`src/rtl/adder_tree_acc.sv`:
```
// adder_tree_acc
//   Streaming reduction stage: a binary adder tree sums DATA_N words per beat,
//   then an accumulator adds ACC_N consecutive tree results into one output.
//   Each tree layer is either combinational or registered, as selected by FF_P.
//   The valid flag follows the data through the tree with the same delay.
//
// Ports
//   clk      in   clock, rising edge
//   rst_n    in   asynchronous reset, active low
//   i_valid  in   i_data carries a beat this cycle
//   i_data   in   DATA_N words of DATA_W bits, index 0 first
//   i_clear  in   synchronous flush of tree valids and any partial accumulation
//   o_valid  out  one-cycle pulse; o_data holds a new total
//   o_data   out  accumulated total, held until the next o_valid
//   o_busy   out  a valid is held in a tree register or a partial total is open
//
// Accumulator states
//   state  | meaning
//   S_IDLE | no partial total open; the next tree result starts a new total
//   S_ACC  | partial total open in acc_q; cnt_q results collected so far

module adder_tree_acc #(
    parameter int                     DATA_W = 5,
    parameter int                     DATA_N = 11,
    parameter logic [$clog2(DATA_N)-1:0] FF_P = '0,
    parameter bit                     SIGNED = 1'b0,
    parameter int                     ACC_N  = 1,
    localparam int                    TREE_W   = DATA_W + $clog2(DATA_N),
    localparam int                    ACC_W    = (ACC_N > 1) ? $clog2(ACC_N) : 0,
    localparam int                    O_DATA_W = TREE_W + ACC_W
) (
    input  logic                           clk,
    input  logic                           rst_n,
    input  logic                           i_valid,
    input  logic [0:DATA_N-1][DATA_W-1:0]  i_data,
    input  logic                           i_clear,
    output logic                           o_valid,
    output logic [O_DATA_W-1:0]            o_data,
    output logic                           o_busy
);

    localparam int STAGES_N = $clog2(DATA_N);
    localparam int VEC_W    = DATA_N * TREE_W;
    localparam int CNT_W    = (ACC_N > 1) ? $clog2(ACC_N) : 1;
    localparam logic [CNT_W-1:0] CNT_LAST = CNT_W'(ACC_N - 1);

    // Number of nodes feeding layer l (l = 0 are the leaves).
    function automatic int nodes(input int l);
        return (DATA_N + (1 << l) - 1) >> l;
    endfunction

    // Every node is carried at the full tree width; extending the leaves once
    // up front gives the same result as widening by one bit per layer.
    logic [STAGES_N:0][VEC_W-1:0] lvl;
    logic [STAGES_N:0]            vld;
    logic [STAGES_N-1:0]          vld_reg;
    logic [VEC_W-1:0]             leaf_vec;

    always_comb begin
        leaf_vec = '0;
        for (int i = 0; i < DATA_N; i++) begin
            if (SIGNED)
                leaf_vec[i*TREE_W +: TREE_W] = {{(TREE_W-DATA_W){i_data[i][DATA_W-1]}}, i_data[i]};
            else
                leaf_vec[i*TREE_W +: TREE_W] = {{(TREE_W-DATA_W){1'b0}}, i_data[i]};
        end
    end

    // A beat presented together with i_clear is dropped.
    assign lvl[0] = leaf_vec;
    assign vld[0] = i_valid & ~i_clear;

    for (genvar k = 0; k < STAGES_N; k++) begin : g_lyr
        localparam int NI = nodes(k);
        localparam int NO = nodes(k + 1);
        logic [VEC_W-1:0] sum_d;

        // Pair nodes 2j and 2j+1; an odd leftover passes straight up.
        always_comb begin
            sum_d = '0;
            for (int j = 0; j < NO; j++) begin
                if (2*j + 1 < NI)
                    sum_d[j*TREE_W +: TREE_W] = lvl[k][2*j*TREE_W +: TREE_W]
                                              + lvl[k][(2*j+1)*TREE_W +: TREE_W];
                else
                    sum_d[j*TREE_W +: TREE_W] = lvl[k][2*j*TREE_W +: TREE_W];
            end
        end

        if (FF_P[k]) begin : g_ff
            logic [VEC_W-1:0] sum_q;
            logic             vld_q;
            always_ff @(posedge clk or negedge rst_n) begin
                if (!rst_n) begin
                    sum_q <= '0;
                    vld_q <= 1'b0;
                end else begin
                    vld_q <= i_clear ? 1'b0 : vld[k];
                    if (vld[k]) sum_q <= sum_d;
                end
            end
            assign lvl[k+1]   = sum_q;
            assign vld[k+1]   = vld_q;
            assign vld_reg[k] = vld_q;
        end else begin : g_comb
            assign lvl[k+1]   = sum_d;
            assign vld[k+1]   = vld[k];
            assign vld_reg[k] = 1'b0;
        end
    end

    // Node slots above each layer's live count are constant zero.
    logic unused_lvl;
    assign unused_lvl = ^lvl;

    logic                tree_v;
    logic [TREE_W-1:0]   tree;
    logic [O_DATA_W-1:0] tree_ext;

    assign tree_v = vld[STAGES_N] & ~i_clear;
    assign tree   = lvl[STAGES_N][TREE_W-1:0];

    if (ACC_W == 0) begin : g_ext_none
        assign tree_ext = tree;
    end else if (SIGNED) begin : g_ext_sign
        assign tree_ext = {{ACC_W{tree[TREE_W-1]}}, tree};
    end else begin : g_ext_zero
        assign tree_ext = {{ACC_W{1'b0}}, tree};
    end

    typedef enum logic {S_IDLE, S_ACC} state_t;

    state_t              state_q, state_d;
    logic [CNT_W-1:0]    cnt_q, cnt_d;
    logic [O_DATA_W-1:0] acc_q, acc_d;
    logic [O_DATA_W-1:0] data_q, data_d;
    logic                valid_q, valid_d;

    always_ff @(posedge clk or negedge rst_n) begin
        if (!rst_n) begin
            state_q <= S_IDLE;
            cnt_q   <= '0;
            acc_q   <= '0;
            data_q  <= '0;
            valid_q <= 1'b0;
        end else begin
            state_q <= state_d;
            cnt_q   <= cnt_d;
            acc_q   <= acc_d;
            data_q  <= data_d;
            valid_q <= valid_d;
        end
    end

    always_comb begin
        state_d = state_q;
        cnt_d   = cnt_q;
        acc_d   = acc_q;
        data_d  = data_q;
        valid_d = 1'b0;
        if (i_clear) begin
            state_d = S_IDLE;
            cnt_d   = '0;
        end else if (tree_v) begin
            case (state_q)
                S_IDLE: begin
                    if (ACC_N == 1) begin
                        data_d  = tree_ext;
                        valid_d = 1'b1;
                    end else begin
                        acc_d   = tree_ext;
                        cnt_d   = CNT_W'(1);
                        state_d = S_ACC;
                    end
                end
                S_ACC: begin
                    if (cnt_q == CNT_LAST) begin
                        data_d  = acc_q + tree_ext;
                        valid_d = 1'b1;
                        cnt_d   = '0;
                        state_d = S_IDLE;
                    end else begin
                        acc_d = acc_q + tree_ext;
                        cnt_d = cnt_q + CNT_W'(1);
                    end
                end
                default: state_d = S_IDLE;
            endcase
        end
    end

    assign o_valid = valid_q;
    assign o_data  = data_q;
    assign o_busy  = (|vld_reg) | (state_q == S_ACC);

endmodule

```
`config.mk`:
```
export PLATFORM = sky130hd
export DESIGN_NAME = adder_tree_acc
export DESIGN_NICKNAME = d
export VERILOG_FILES = /design/src/rtl/adder_tree_acc.sv
export SDC_FILE = /design/constraint.sdc
export NUM_CORES = 1
export LEC_CHECK = 0
export ABC_AREA = 1
export ABC_CLOCK_PERIOD_IN_PS = 800
export BUFFER_PORTS_ARGS = -buffer_cell sky130_fd_sc_hd__buf_2
export CAP_MARGIN = 5
export CORE_MARGIN = 4
export CORE_UTILIZATION = 50
export CTS_BUF_LIST = sky130_fd_sc_hd__clkbuf_8 sky130_fd_sc_hd__clkbuf_16
export DETAILED_ROUTE_END_ITERATION = 10
export HOLD_SLACK_MARGIN = 0.02
export PLACE_DENSITY_LB_ADDON = 0.2
export SYNTH_ARGS = -nofsm -noshare
export SYNTH_HDL_FRONTEND = slang
export SYNTH_SLANG_ARGS = --single-unit
```
`constraint.sdc`:
```
create_clock -name clk -period 0.8 [get_ports clk]
set_input_delay 0.08 -clock clk [delete_from_list [all_inputs] [get_ports clk]]
set_output_delay 0.08 -clock clk [all_outputs]
set_load 0.03 [all_outputs]
```
==> impl_metrics.csv <==
group,metric,value,unit
status,status,"finished with violations",
status,violations,"negative setup slack",
floorplan,die_h,68.2,um
logic_synthesis,synth_xor_area_share,0,%
placed_design,dp_hpwl,3120,um
setup_path,cp_max_fo,3,
floorplan,die_area,4650,sq um
clock_tree,root_buffer,"clkbuf_8",
setup_path,path_cells,"buf_6 > fa_1 > inv_2 > fa_1 > fa_1 > fa_1 > inv_1 > fa_1 > ha_4 > fa_2 > nand3_2 > nand3_2 > a31oi_1",
timing,setup_ws,-2.69,ns
drt,remaining_drc_errors,0,
logic_synthesis,syn_area,1810,sq um
timing,drv_slew,0,
layout,final_common_cell,"inv_1",
logic_synthesis,yosysUniqueCellTypes,17,
logic_synthesis,synth_top_family_by_area,"adder cells",
clock_tree,cts_buffer_depth,2,
clock_tree,cts-htree-levels,1,
setup_path,rrSetupSlack,0.02,ns
placed_design,numPortBuffers,68,
layout,drive_gt1_share,46.4,%
placed_design,placed_area,2300,sq um
setup_path,crit_path_frequent_cell,"fa_1",
logic_synthesis,muxShareOfSynthArea,0,%
setup_path,r2r-end,"o_data[5]",
floorplan,coreArea,3420,sq um
placed_design,place.gp.congestion,0.744,
drt,initialDrtViolationCount,28,
drt,drt-wirelength-per-cell,11.9,um
floorplan,die_w,68.2,um
drt,drt_pre_antenna_iters,2,
pwr,power,12600,uW
logic_synthesis,yosysSeqAreaShare,13.8,%
setup_path,worstRegToRegCells,3,
clock_tree,clk_pin_slew_worst_paths,0.05,ns
layout,finish.instance_area,2630,sq um
clock_tree,numClockSinks,10,
grt,antenna_found_initial,0,
logic_synthesis,synth_nets,310,
floorplan,fp-row-count,21,
timing,hold_violations,0,
clock_tree,cts_made_buffers,3,
layout,antenna_cells,0,
logic_synthesis,yosys.area_share.simple,10.4,%
logic_synthesis,synth-seq-cells,10,
timing,rsz0062_at_grt,"yes",
timing,finalCriticalPeriod,3.49,ns
drt,antenna_left,0,
logic_synthesis,synth_compound_area_share,2.14,%
pwr,ir_drop,3.72,mV
grt,grt_use_total,18.0,%
timing,hold_ws,0.226,ns
timing,finalSetupViolCount,19,
setup_path,worstPathRequired,0.96,ns
setup_path,slowest_stage,"fa_1",
grt,grt_overflow,0,
drt,vias,1487,
setup_path,reg2reg_from,"o_data[5]",
layout,nNetsFinal,397,
flow_run,drv_cap,0,
grt,grt_max_degree,11,
drt,avgViaCountPerCell,4.56,
logic_synthesis,synth_fa_ha_area_share,57.2,%
min_path,hold_class,"in -> async",
grt,grt_pass1_vias,1588,
layout,final_cell_mix,"inv_1, buf_2, fa_1",
timing,clock.fmax,287,MHz
floorplan,initial_core_util,53.0,%
clock_tree,clock_latency,0.24,ns
clock_tree,cts_tree,"done",
setup_path,critPathCaptureType,"flip-flop",
logic_synthesis,yosys_warnings,0,
timing,fin_skew,0,ns
pwr,power-per-cell-area,4790,nW/um^2
logic_synthesis,syn-instance-count,194,
setup_path,crit_type,"in -> reg",
timing,tns,-21.04,ns
setup_path,cp_slowest_stage_delay,0.54,ns
layout,syn2layout_area_growth,45.1,%
pwr,cellLeakagePower,0.00145,uW
setup_path,cp.arrival,3.65,ns
timing,post-route-period-util,436,%
drt,wl,3870,um
grt,grt_pass1_wl,6200,um
logic_synthesis,synth.avg_cell_area,9.33,sq um
floorplan,ios,70,
setup_path,startpoint_type,"primary input",
## logic make-up (layout without fill, tap and decap cells)
kind of cell,after synthesis,after routing
other,1,1
adder cells (fa/ha/maj),57,57
AO/OA/AOI/OAI,7,7
buffers and inverters,76,162
flip-flops,10,10
AND/OR/NAND/NOR,43,43
## worst max-delay path by stage
| stage | start | end | slack, ns | depth (start not counted) |
|---|---|---|---|---|
| CTS | i_data[2] | o_data[6] | -2.68 | 13 |
| global route | i_data[32] | o_data[6] | -2.81 | 13 |
| global placement | i_data[3] | o_data[7] | -2.94 | 15 |
| floorplan | i_data[17] | o_data[6] | -2.73 | 13 |
| detailed placement | i_data[3] | o_data[7] | -3.01 | 16 |
| finish | i_data[2] | o_data[6] | -2.69 | 13 |
## registers in the layout (all words and copies together) (netlist names)
name and flops:
o_data 9, o_valid 1
## layer usage
layer,routed length [um],vias to the layer above,GRT usage (%)
li1,-,706,-
met1,1250,740,18.9
met2,2340,35,35.9
met3,226,6,3.12
met4,56,0,5.21
met5,0,-,0
## synth_stat cells, drive strengths merged
master,instances,area [sq um]
o21ai,1,5.00
conb,1,3.75
buf,2,15.0
dfrtp,10,250
nand2,29,114
nand3,6,35.0
inv,74,278
fa,43,861
nor2,7,33.8
a31oi,3,18.8
ha,14,175
nand4,1,6.26
a21oi,3,15.0
## cell type report
class / instances / area (sq um)
multi-input combinational: 108 / 1410
fill: 251 / 790
timing repair buffer: 84 / 572
inverter: 74 / 280
sequential: 10 / 250
tap: 46 / 57.6
clock buffer: 4 / 55.1
## metrics by stage
stage	instances	setup WS (ns)	util, %
after global placement	315	-2.94	67.4
after floorplan	194	-2.73	-
after CTS	321	-2.68	73.9
after detailed placement	315	-3.01	67.4
final	326	-2.69	76.9
after global routing	326	-2.81	76.9
## timing repair
action / in CTS / in global routing
endpoints found under the setup margin: 19 / 19
gates resized for setup: 36 / 24
hold buffers: 1 / 1
pin swaps: 25 / 10
setup buffers: 1 / 4
endpoints found under the hold margin: 10 / 1
## critical path, delay by kind of cell
| family | cells | cell delay, ns |
|---|---|---|
| fa+ha+maj | 7 | 3.05 |
| buf+inv | 3 | 0.18 |
| simple gates | 2 | 0.17 |
| compound gates | 1 | 0.16 |
## power by group
group	leakage, uW	total (uW)	internal (uW)	switching, uW
registers	0.000121	914	747	167
logic	0.00130	11000	5310	5700
clock network	0.0000288	651	434	217
total	0.00145	12600	6490	6080
No activity file was read; power rests on OpenSTA's default activity.
